`src/rtl/game_pkg.sv`:
```
// Shared game constants: screen limits, alien formation geometry and scoring.
// Also provides the helper that maps an alien's (row, col) to its alive-mask bit.
package game_pkg;

  localparam int X_MAX   = 159;
  localparam int Y_MAX   = 119;

  localparam int ROWS    = 3;
  localparam int COLS    = 8;
  localparam int ALIEN_W = 8;
  localparam int ALIEN_H = 6;
  localparam int X_STEP  = 12;
  localparam int Y_STEP  = 10;

  localparam int POINTS  = 10;
  localparam int SCORE_W = 16;

  localparam int ROW_W   = 2;
  localparam int COL_W   = 3;
  localparam int MASK_W  = ROWS * COLS;
  localparam int IDX_W   = $clog2(MASK_W);

  function automatic logic [IDX_W-1:0] cell_index(input logic [ROW_W-1:0] row,
                                                  input logic [COL_W-1:0] col);
    return IDX_W'(row) * IDX_W'(COLS) + IDX_W'(col);
  endfunction

endpackage

```
`src/rtl/alien_cell_locator.sv`:
```
// Combinational locate logic: maps a laser offset from the formation origin
// to an alien cell, reporting whether the offset lands on a sprite.
import game_pkg::*;

module alien_cell_locator #(
  parameter int P_ROWS    = ROWS,
  parameter int P_COLS    = COLS,
  parameter int P_ALIEN_W = ALIEN_W,
  parameter int P_ALIEN_H = ALIEN_H,
  parameter int P_X_STEP  = X_STEP,
  parameter int P_Y_STEP  = Y_STEP
) (
  input  logic signed [8:0]       dx,
  input  logic signed [8:0]       dy,
  output logic                    in_cell,
  output logic [ROW_W-1:0]        row,
  output logic [COL_W-1:0]        col
);

  logic [7:0] x_off;
  logic [7:0] y_off;

  // Compare chains against step multiples replace a divider; the last
  // multiple not exceeding the offset picks the cell and its remainder.
  always_comb begin
    col   = '0;
    row   = '0;
    x_off = dx[7:0];
    y_off = dy[7:0];
    for (int c = 1; c < P_COLS; c++) begin
      if ({1'b0, dx[7:0]} >= 9'(c * P_X_STEP)) begin
        col   = COL_W'(c);
        x_off = dx[7:0] - 8'(c * P_X_STEP);
      end
    end
    for (int r = 1; r < P_ROWS; r++) begin
      if ({1'b0, dy[7:0]} >= 9'(r * P_Y_STEP)) begin
        row   = ROW_W'(r);
        y_off = dy[7:0] - 8'(r * P_Y_STEP);
      end
    end
    in_cell = !dx[8] && !dy[8]
              && ({1'b0, dx[7:0]} < 9'(P_COLS * P_X_STEP))
              && ({1'b0, dy[7:0]} < 9'(P_ROWS * P_Y_STEP))
              && (x_off < 8'(P_ALIEN_W))
              && (y_off < 8'(P_ALIEN_H));
  end

endmodule

```
`src/rtl/alien_hit_detector.sv`:
```
// Two-stage laser/alien collision detector: stage 1 locates the struck cell,
// stage 2 checks it against the alive mask, retires the alien and scores it.
import game_pkg::*;

module alien_hit_detector (
  input  logic                clk,
  input  logic                reset_n,
  input  logic [7:0]          x_laser,
  input  logic [6:0]          y_laser,
  input  logic                laser_active,
  input  logic [7:0]          grid_x,
  input  logic [6:0]          grid_y,
  input  logic                new_wave,
  output logic                hit,
  output logic [ROW_W-1:0]    hit_row,
  output logic [COL_W-1:0]    hit_col,
  output logic [MASK_W-1:0]   alive_mask,
  output logic                all_dead,
  output logic [SCORE_W-1:0]  score
);

  logic signed [8:0]   dx;
  logic signed [8:0]   dy;
  logic                loc_in_cell;
  logic [ROW_W-1:0]    loc_row;
  logic [COL_W-1:0]    loc_col;

  logic                s1_valid_q, s1_valid_d;
  logic [ROW_W-1:0]    s1_row_q, s1_row_d;
  logic [COL_W-1:0]    s1_col_q, s1_col_d;

  logic                hit_q, hit_d;
  logic [ROW_W-1:0]    hit_row_q, hit_row_d;
  logic [COL_W-1:0]    hit_col_q, hit_col_d;
  logic [MASK_W-1:0]   alive_q, alive_d;
  logic [SCORE_W-1:0]  score_q, score_d;
  logic [SCORE_W:0]    score_sum;
  logic [IDX_W-1:0]    s1_idx;

  assign dx = $signed({1'b0, x_laser}) - $signed({1'b0, grid_x});
  assign dy = $signed({2'b00, y_laser}) - $signed({2'b00, grid_y});

  alien_cell_locator u_locator (
    .dx      (dx),
    .dy      (dy),
    .in_cell (loc_in_cell),
    .row     (loc_row),
    .col     (loc_col)
  );

  assign s1_idx    = cell_index(s1_row_q, s1_col_q);
  assign score_sum = {1'b0, score_q} + (SCORE_W+1)'(POINTS);

  // new_wave overrides a coincident hit so a freshly revived formation never
  // loses an alien to a shot aimed at the previous wave.
  always_comb begin
    s1_valid_d = laser_active && loc_in_cell;
    s1_row_d   = loc_row;
    s1_col_d   = loc_col;

    hit_d      = s1_valid_q && alive_q[s1_idx] && !new_wave;
    hit_row_d  = hit_row_q;
    hit_col_d  = hit_col_q;
    alive_d    = alive_q;
    score_d    = score_q;

    if (new_wave) begin
      alive_d = '1;
    end else if (hit_d) begin
      hit_row_d       = s1_row_q;
      hit_col_d       = s1_col_q;
      alive_d[s1_idx] = 1'b0;
      score_d         = score_sum[SCORE_W] ? '1 : score_sum[SCORE_W-1:0];
    end
  end

  always_ff @(posedge clk or negedge reset_n) begin
    if (!reset_n) begin
      s1_valid_q <= 1'b0;
      s1_row_q   <= '0;
      s1_col_q   <= '0;
      hit_q      <= 1'b0;
      hit_row_q  <= '0;
      hit_col_q  <= '0;
      alive_q    <= '1;
      score_q    <= '0;
    end else begin
      s1_valid_q <= s1_valid_d;
      s1_row_q   <= s1_row_d;
      s1_col_q   <= s1_col_d;
      hit_q      <= hit_d;
      hit_row_q  <= hit_row_d;
      hit_col_q  <= hit_col_d;
      alive_q    <= alive_d;
      score_q    <= score_d;
    end
  end

  assign hit        = hit_q;
  assign hit_row    = hit_row_q;
  assign hit_col    = hit_col_q;
  assign alive_mask = alive_q;
  assign all_dead   = (alive_q == '0);
  assign score      = score_q;

endmodule

```
`config.mk`:
```
export PLATFORM = sky130hd
export DESIGN_NAME = alien_hit_detector
export DESIGN_NICKNAME = d
export VERILOG_FILES = /design/src/rtl/game_pkg.sv /design/src/rtl/alien_cell_locator.sv /design/src/rtl/alien_hit_detector.sv
export SDC_FILE = /design/constraint.sdc
export NUM_CORES = 1
export LEC_CHECK = 0
export ABC_CLOCK_PERIOD_IN_PS = 2700
export CORE_UTILIZATION = 48
export DETAILED_ROUTE_END_ITERATION = 8
export GPL_ROUTABILITY_DRIVEN = 0
export GPL_TIMING_DRIVEN = 1
export PLACE_DENSITY = 0.81
export SETUP_SLACK_MARGIN = 0.5
export SYNTH_ARGS = -nofsm -noshare
export SYNTH_HDL_FRONTEND = slang
export SYNTH_SLANG_ARGS = --single-unit
```
`constraint.sdc`:
```
create_clock -name clk -period 2.7 [get_ports clk]
set_clock_uncertainty 0.2 [all_clocks]
set_input_delay 0.54 -clock clk [delete_from_list [all_inputs] [get_ports clk]]
set_output_delay 0.54 -clock clk [all_outputs]
set_load 0.02 [all_outputs]
```
Yosys cells after proc, flatten, opt, wreduce, memory -nomap -nowiden
Cells that the tools add are included.

$add $sub $neg: 13. Multiply operators: 0. Div/mod/pow operators: 0. $lt $le $gt $ge: 15. Equality and inequality tests: 0. Shift-type cells: 0. Multiplexer cells: 25. Bitwise logic cells: 3. Reductions and logical operators: 15.

Operator list (number): 8-bit two-way mux (9); 24-bit two-way mux (2); 24-bit bitwise AND (1); 8-bit by 6-bit >= comparator with 1-bit output (second input constant) (3); 24-bit logical NOT (1); 24-bit inverter (1); 8-bit by 6-bit subtractor with 8-bit output (second input constant) (3); 16-bit by 4-bit adder with 17-bit output (second input constant) (1); 8-bit by 4-bit >= comparator with 1-bit output (second input constant) (2); 8-bit by 5-bit >= comparator with 1-bit output (second input constant) (2); 8-bit by 7-bit >= comparator with 1-bit output (second input constant) (2); 16-bit two-way mux (1); 8-bit by 4-bit subtractor with 8-bit output (second input constant) (2); 8-bit by 5-bit subtractor with 8-bit output (second input constant) (2); 8-bit by 7-bit subtractor with 8-bit output (second input constant) (2); 3-bit two-way mux (4); 1-bit logical AND (9); 8-bit by 8-bit subtractor with 9-bit output (1); 8-bit by 3-bit < comparator with 1-bit output (second input constant) (1); 8-bit by 4-bit < comparator with 1-bit output (second input constant) (1); 8-bit by 5-bit < comparator with 1-bit output (second input constant) (1); 8-bit by 7-bit < comparator with 1-bit output (second input constant) (1); 7-bit by 7-bit subtractor with 8-bit output (1); 5-bit by 6-bit < comparator with 1-bit output (second input constant) (1); 10 further kinds (17).

Bits in registers: 52. Latch bits: 0. Bits in writable memories: 0. Memory bits (read-only): 0. Bits of input ports: 34. Output and inout bits: 47. Word-level logic and storage cells: 79. Memories: 0.

Depth between registers and ports, before layout
Gate-level depths: netlist (run 1).

Depth in word-level cells: 13. Gate-level depth with buffers: 17. Gate-level depth less buffers: 16.

Modules after synthesis
From an unflattened synthesis (run 1), not the netlist that was laid out.

Cell total of the unflattened synthesis: 463. Area total of the unflattened synthesis: 4160.2 um^2.

Modules (own cells, without submodules): alien_hit_detector (times used 1, cells each 305, area an instance 2976.6 um^2, seq. area each 1331.3 um^2); alien_cell_locator (times used 1, cells each 158, area an instance 1183.6 um^2, seq. area each 0.0 um^2).

Worst setup path before layout (run 1)
OpenSTA, ideal clock, no wires.

Kind: input port to flip-flop. From: in grid_x[2]. To: reg s1_valid_q. Setup time: 87 ps. Arrival: 3496 ps. Data required time: 2413 ps. Setup slack: -1083 ps. Stages: 15. Buffers on the path: 1. Cell sequence: inv_1 > ha_1 > and3b_1 > or3_4 > and2_1 > buf_6 > clkinv_4 > ha_1 > a21boi_0 > a21oi_1 > o21ai_0 > o2111ai_1 > or3_1 > a211o_1 > a211oi_2.

Word-level cells in the longest chain between the ends: 13. Elaborated cells on any way between the ends: 31. Classes of those cells: add/sub (8); order compare (9); mux (7); reduce/logical (7).

RTL lines: start: declaration (RTL line alien_hit_detector.sv:11) `input logic [7:0] grid_x,`; 8-bit by 8-bit subtractor with 9-bit output (*) (RTL line alien_hit_detector.sv:40) `assign dx = $signed({1'b0, x_laser}) - $signed({1'b0, grid_x});`; 8-bit by 4-bit subtractor with 8-bit output / 8-bit by 4-bit >= comparator with 1-bit output (equally long branches) (RTL line alien_cell_locator.sv:33, alien_cell_locator.sv:31); 8-bit two-way mux (7 in series) (RTL line alien_cell_locator.sv:31) `if ({1'b0, dx[7:0]} >= 9'(c * P_X_STEP)) begin`; 8-bit by 4-bit < comparator with 1-bit output (RTL line alien_cell_locator.sv:45) `&& (x_off < 8'(P_ALIEN_W))`; 1-bit logical AND (*) (RTL line alien_cell_locator.sv:45); 1-bit logical AND (*) (RTL line alien_cell_locator.sv:46) `&& (y_off < 8'(P_ALIEN_H));`; 1-bit logical AND (*) (RTL line alien_hit_detector.sv:57) `s1_valid_d = laser_active && loc_in_cell;`; named net s1_valid_d (RTL line alien_hit_detector.sv:28) `logic s1_valid_q, s1_valid_d;`; end signal: assignment (RTL line alien_hit_detector.sv:88) `s1_valid_q <= s1_valid_d;`; end: declaration (RTL line alien_hit_detector.sv:28).

The timed path passes the listed nets; every way through them passes the cells marked *. A chain may end at the register's enable or synchronous reset.

Final worst setup path (run 1)
From: in x_laser[0]. To: reg s1_valid_q.

Word-level cells in the longest chain between the ends: 13. Elaborated cells on any way between the ends: 31. Classes of those cells: add/sub (8); order compare (9); mux (7); reduce/logical (7).

RTL lines: start: declaration (RTL line alien_hit_detector.sv:8) `input logic [7:0] x_laser,`; 8-bit by 8-bit subtractor with 9-bit output (*) (RTL line alien_hit_detector.sv:40); 8-bit by 4-bit subtractor with 8-bit output / 8-bit by 4-bit >= comparator with 1-bit output (equally long branches) (RTL line alien_cell_locator.sv:33, alien_cell_locator.sv:31); 8-bit two-way mux (7 in series) (RTL line alien_cell_locator.sv:31); 8-bit by 4-bit < comparator with 1-bit output (RTL line alien_cell_locator.sv:45); 1-bit logical AND (*) (RTL line alien_cell_locator.sv:45); 1-bit logical AND (*) (RTL line alien_cell_locator.sv:46); 1-bit logical AND (*) (RTL line alien_hit_detector.sv:57); named net s1_valid_d (RTL line alien_hit_detector.sv:28).

Marks and branches as above.

==> results of run 1 <==
## flip-flops by register name, summed over array words and instances, names as in the netlist
name        flops
alive_mask     24
score          16
hit_col         3
s1_col_q        3
hit_row         2
s1_row_q        2
hit             1
s1_valid_q      1
## stage by stage
step                area (um2)  std cells  hold slack, ns
floorplan                 4238        446         0.04441
CTS                       6427        730          0.1464
finish                    6882        752          0.1247
detailed placement        5715        702          0.2687
global placement          5715        702          0.2612
global route              6882        752          0.1727
## kinds of logic after synthesis
kind of cell    count (synthesis)  share of synthesized area [%]
compound gates                119                          20.48
simple gates                  161                          20.97
fa+ha+maj                      32                          10.30
buf+inv                        49                          5.057
xor+xnor                       20                          4.872
flops                          52                          33.01
mux                            13                          5.306
## placed cells by master, fill, tap and decap left out, types with 6 or more instances in the layout
cell             count
dfrtp_1             22
nand2_2             11
buf_4              103
o22a_1              14
dfrtp_2              6
a21oi_2             21
clkdlybuf4s50_1     29
inv_2               10
nand2_1             21
nor2_1              35
mux4_2               6
buf_6               21
buf_2                6
inv_1               19
dlygate4sd2_1       34
nor2_4               7
xnor2_1              7
ha_1                13
a21oi_1              7
dfstp_2             24
mux2_4               7
o21ai_2              9
ha_4                15
xor2_1               7
o21ai_0             11
nand3_1              9
## how the worst max path moves through the flow
stage,startpoint,endpoint,cells after the start
2_1_floorplan,grid_x[1],s1_valid_q,15
3_3_place_gp,x_laser[0],s1_valid_q,16
3_5_place_dp,x_laser[0],s1_valid_q,16
4_1_cts,x_laser[0],s1_valid_q,17
5_1_grt,x_laser[0],s1_valid_q,16
6_report,x_laser[0],s1_valid_q,16
## metal layers
| metal | vias up | track usage, % |
|---|---|---|
| li1 | 2036 | - |
| met3 | 62 | 3.641 |
| met5 | - | 0 |
| met4 | 0 | 12.69 |
| met2 | 284 | 56.13 |
| met1 | 2224 | 36.14 |
## power by group through the flow
stage | clock network [uW] | logic, uW | registers [uW]
3_5_place_dp | 0 | 1100 | 864
4_1_cts | 508 | 1250 | 863
2_1_floorplan | 0 | 670 | 826
5_1_grt | 557 | 1560 | 869
6_report | 529 | 1470 | 867
3_3_place_gp | 0 | 1070 | 861
## synth_stat cells (3+ instances only)
cell type  number
nor2b_1         8
mux4_2          6
o22a_1         14
dfstp_2        24
dfrtp_1        28
and2_1          7
a211oi_1        5
a21oi_1        28
nand3_1        12
o211ai_1        4
a31oi_1         5
and3_1          5
inv_1          31
a22oi_1         3
o21ai_0        23
clkbuf_1       11
a41oi_1         3
ha_1           30
nand3b_1        4
mux2_2          7
xnor2_1         9
a211oi_2        3
nor4_1         10
xor2_1          9
a21o_1          4
nor2_1         41
nand4_1         4
and3b_1         4
nor3_1          7
or3_1           5
nand2_1        36
o2111ai_1       3
buf_2           3
## cell type report
class	instances	share of cell area (%)
clock buffer	7	1.418
clock inverter	1	0.1273
inverter	33	2.273
multi-input combinational	346	48.38
sequential	52	19.45
tap	105	1.909
timing repair buffer	208	26.44
## repair_timing
action,4_1_cts,5_1_grt
gates cloned,2,0
buffers inserted,18,22
setup endpoints to repair,77,57
resized for setup,201,68
pin swaps,60,57
hold buffers,0,0
## worst max-delay path, delay by kind of cell
| family | cells | cell delay, ns |
|---|---|---|
| AOI/OAI and AO/OA | 6 | 1.21 |
| buffers and inverters | 5 | 0.50 |
| adders and majority gates | 2 | 0.49 |
| and+or+nand+nor | 3 | 0.76 |
==> run_results.csv, run 1 <==
group,metric,value,unit
routing,dr_wl_met2,7982,um
power,netSwitchingFraction,37.91,%
sta,max_freq,0.2879,GHz
sta,fin_tns_setup,-1.480,ns
placed_design,hpwl,8402,um
placed_design,place.port_buffers,80,
setup_path,path_cells,"buf_12 > inv_12 > ha_4 > inv_2 > fa_2 > a211oi_4 > o21ba_1 > or2_4 > buf_4 > buf_4 > o211ai_1 > nor3_1 > a2111oi_1 > or3_1 > a211o_1 > a211oi_2",
logic_synthesis,ys_top_cells_by_area,"dfrtp_1 (17%), dfstp_2 (16%), ha_1 (9.3%)",
clock_network,clock_latency,0.32,ns
grt,grt_pass1_wl,21260,um
routing,vias,4606,
logic_synthesis,synth_top_cell_by_area,"dfrtp_1",
setup_path,endpoint_kind,"flop",
routing,drc,0,
floorplan,num_rows,33,
final_layout,layout-drive-gt1-share,51.47,%
clock_network,cts.root.buffer_cell,"clkbuf_8",
power,finalPower,2867,uW
power,p_int,1780,uW
routing,wl_per_cell,20.04,um
sta,fin_ws,-0.7731,ns
setup_path,cp_common_cell,"buf_4",
power,worst_ir_drop_vdd,0.2165,mV
clock_network,cts_tree,"yes",
power,power_frac_seq,30.2,%
logic_synthesis,syn-num-nets,512,
routing,ant_nets,0,
clock_network,clk_pin_slew,0.11,ns
setup_path,cp.required,2.72,ns
floorplan,core_area,8175,um2
grt,antenna_found_initial,0,
power,power.switching,1087,uW
power,pwr-share-comb,51.3,%
routing,highest_layer,"met4",
routing,drt-met1-wl,5561,um
routing,routed_wl,15070,um
routing,dr_wl_met3,945,um
power,p_clk_share,18.4,%
final_layout,syn2layout_area_growth,70.65,%
routing,drtIter0Drc,428,
sta,drv_slew,0,
setup_path,arrival,3.49,ns
grt,grt_pass1_vias,4492,
setup_path,crit_path_top_delay_cell,"or3_1",
power,powerDensity,416.7,nW/um2
final_layout,nets,712,
logic_synthesis,yosys_warnings,0,
setup_path,critical_path.max_fanout,10,
final_layout,fillers,418,
clock_network,cts_buffer_depth,2,
final_layout,multi_input_area,3329,um2
routing,via_per_inst,6.125,
run,max_cap_viol_count,0,
placed_design,post-place-ws,-1.574,ns
sta,fin_crit,3.473,ns
floorplan,die_w,93.66,um
setup_path,reg2reg_depth,11,
setup_path,critPathLaunchType,"input port",
final_layout,insertedDiodeCount,0,
setup_path,worst-setup-path-type,"in -> reg",
logic_synthesis,synth_top_area_share,17.38,%
outcome,violations,"negative setup slack",
worst_hold_path,hold_class,"in -> async",
logic_synthesis,ys_seq_area_share,33.01,%
sta,fin_crit_sh,128.6,%
logic_synthesis,ys_types,73,
sta,worst_pin_slew,0.8727,ns
logic_synthesis,synthCells,446,
setup_path,regToRegEndpoint,"score[0]",
sta,hold_viol,0,
sta,slew-limit-headroom,41.82,%
grt,grt_max_degree,40,
sta,rsz0062_at_grt,"yes",
grt,grt_usage,30.67,%
clock_network,cts_buffers,5,
setup_path,slowest_delay,0.37,ns
grt,overflow,0,
logic_synthesis,ys_ff_latch,52,
final_layout,seq_area,1339,um2
final_layout,postLayoutCoreUtil,84.18,%
sta,setup_viol,4,
setup_path,r2r_slack,0.06,ns
outcome,status,"finished with violations",
floorplan,fp.dieH,93.66,um
logic_synthesis,syn_area,4033,um2
power,power.leakage,0.002914,uW
floorplan,io_pins,81,
logic_synthesis,synth-edff-count,0,
floorplan,initial_core_util,49.33,%
clock_network,cts_max_level,2,
floorplan,dieArea,8772,um2
clock_network,cts_num_sinks,52,
logic_synthesis,synthFlopType,"dfrtp_1",
setup_path,reg2reg_from,"s1_row_q[0]",
logic_synthesis,synth.avg_cell_area,9.042,um2
logic_synthesis,async_flop_share,100.0,%
routing,drt-pass1-iter-count,5,
(Power assumes the default switching activity.)
==> inputs of run 2 (changes only) <==
ABC_CLOCK_PERIOD_IN_PS = 4000   (was 2700)
CORE_UTILIZATION = 55   (was 48)
HOLD_SLACK_MARGIN = 0.08   (was not set)
PLACE_DENSITY = 0.88   (was 0.81)
clock period = 4 ns   (was 2.7 ns; I/O delays follow)
==> run_results.csv, run 2 (synthesis gave the netlist of run 1 again) <==
group,metric,value,unit
floorplan,initial_core_util,58.07,%
clock_network,cts_buffers,5,
floorplan,fp.dieH,87.63,um
sta,hold_viol,0,
power,worst_ir_drop_vdd,0.1594,mV
grt,grt_usage,34.01,%
sta,worst_pin_slew,1.127,ns
final_layout,insertedDiodeCount,0,
floorplan,die_w,87.63,um
grt,overflow,0,
final_layout,nets,659,
setup_path,cp.required,3.99,ns
outcome,status,"completed",
setup_path,critPathLaunchType,"input port",
setup_path,r2r_slack,0.76,ns
final_layout,largest_reg_flops,24,
power,power.switching,677.0,uW
clock_network,cts_tree,"yes",
final_layout,final_cell_mix,"clkdlybuf4s50_1 (71), buf_4 (71), nor2_1 (40)",
run,max_cap_viol_count,0,
sta,fin_crit_sh,94.06,%
power,powerDensity,306.2,nW/um2
worst_hold_path,holdCritStartpoint,"score[0]",
routing,via_per_inst,6.367,
placed_design,place_area,5445,um2
routing,drt-pass1-iter-count,5,
power,finalPower,1788,uW
clock_network,clock_latency,0.32,ns
sta,slew-limit-headroom,24.85,%
setup_path,regToRegEndpoint,"alive_mask[12]",
sta,drv_slew,0,
clock_network,cts_num_sinks,52,
routing,ant_nets,0,
routing,routed_wl,12860,um
worst_hold_path,hold_class,"reg -> reg",
routing,wl_per_cell,18.63,um
routing,vias,4393,
floorplan,core_area,6944,um2
clock_network,clk_pin_slew,0.08,ns
power,netSwitchingFraction,37.86,%
floorplan,dieArea,7678,um2
sta,fin_tns_setup,0,ns
placed_design,place.port_buffers,80,
sta,setup_viol,0,
grt,grt_pass1_vias,4337,
worst_hold_path,holdPathStages,1,
placed_design,hpwl,8431,um
grt,grt_max_degree,53,
final_layout,layout-drive-gt1-share,30.13,%
setup_path,reg2reg_depth,7,
sta,fin_ws,0.2376,ns
sta,rsz0062_at_grt,"yes",
power,p_clk_share,19.6,%
final_layout,fillers,390,
grt,grt_pass1_wl,20080,um
clock_network,cts.root.buffer_cell,"clkbuf_8",
setup_path,reg2reg_from,"s1_row_q[0]",
power,power.leakage,0.002442,uW
worst_hold_path,min_to,"score[0]",
routing,drtIter0Drc,344,
clock_network,cts_max_level,2,
power,p_int,1111,uW
sta,max_freq,0.2658,GHz
floorplan,num_rows,30,
setup_path,worst-setup-path-type,"in -> reg",
clock_network,cts_buffer_depth,2,
grt,antenna_found_initial,0,
final_layout,design_area,5841,um2
floorplan,io_pins,81,
placed_design,post-place-ws,-0.4781,ns
setup_path,critical_path.max_fanout,4,
final_layout,syn2layout_area_growth,44.83,%
final_layout,postLayoutCoreUtil,84.11,%
power,power_frac_seq,32.4,%
setup_path,endpoint_kind,"flop",
sta,fin_crit,3.762,ns
power,pwr-share-comb,48.1,%
routing,drc,0,
setup_path,arrival,3.75,ns
-- run 2: changes by cell type in the layout (fill, tap and decap cells not counted), moves of 8 or more --
cell	previous run	this run
clkdlybuf4s50_1	29	71
buf_4	103	71
dlygate4sd2_1	34	4
a21oi_1	7	23
a21oi_2	21	6
buf_6	21	6
nand2_1	21	35
nand2_2	11	1
o21ai_0	11	20
o21ai_2	9	0
ha_1	13	21
-- run 2: per-stage QoR --
stage	cells	hold slack [ns]
floorplan	446	0.3044
global placement	673	0.2564
finish	690	0.2852
CTS	690	0.2840
detailed placement	673	0.2601
global route	690	0.2960
-- run 2: power groups by stage --
| stage | combinational [uW] | sequential, uW | clock, uW |
|---|---|---|---|
| after floorplan | 437 | 557 | 0 |
| after global placement | 672 | 583 | 0 |
| after detailed placement | 702 | 584 | 0 |
| after CTS | 797 | 576 | 343 |
| after global routing | 913 | 580 | 365 |
| final | 860 | 579 | 350 |
-- run 2: layout make-up --
| cell class | count | area, um2 | share of cell area [%] |
|---|---|---|---|
| timing repair buffer | 156 | 1378 | 23.59 |
| tap | 96 | 120.1 | 2.057 |
| clock inverter | 1 | 8.758 | 0.1500 |
| clock buffer | 7 | 97.59 | 1.671 |
| sequential | 52 | 1331 | 22.79 |
| inverter | 33 | 133.9 | 2.292 |
| multi-input combinational | 345 | 2771 | 47.45 |
-- run 2: worst max-delay path, cell delays in order --
cell,delay (ns)
dlygate4sd2_1,0.24
inv_2,0.08
ha_4,0.20
and3b_1,0.19
or3_4,0.33
and2_4,0.20
buf_4,0.14
ha_1,0.20
a32oi_2,0.28
o211ai_1,0.23
a21oi_2,0.23
o32ai_2,0.12
and3_1,0.18
a211oi_1,0.25
a211oi_2,0.08
-- run 2: worst max path at each step --
stage                from         end  slack (ns)  cells past startpoint
2_1_floorplan   grid_x[1]  s1_valid_q        0.17                     15
3_3_place_gp    grid_x[0]  s1_valid_q       -0.37                     15
3_5_place_dp    grid_x[0]  s1_valid_q       -0.48                     15
4_1_cts        x_laser[0]  s1_valid_q        0.35                     18
5_1_grt         grid_x[4]  s1_valid_q        0.14                     13
6_report        grid_x[1]  s1_valid_q        0.24                     15
-- run 2: what timing repair did --
| action | CTS | global route |
|---|---|---|
| resized for setup | 60 | 6 |
| hold buffers | 0 | 0 |
| setup endpoints to repair | 3 | 3 |
| pin swaps | 29 | 10 |
| hold endpoints to repair | 0 | 0 |
| buffers inserted | 9 | 0 |
-- run 2: per-layer routing --
| metal | track usage [%] | part of all wire (%) | up-vias |
|---|---|---|---|
| met4 | 18.93 | 5.5 | 0 |
| met2 | 61.86 | 51 | 307 |
| li1 | - | - | 1922 |
| met1 | 38.07 | 36 | 2081 |
| met3 | 5.184 | 7.5 | 83 |
| met5 | 0 | 0 | - |
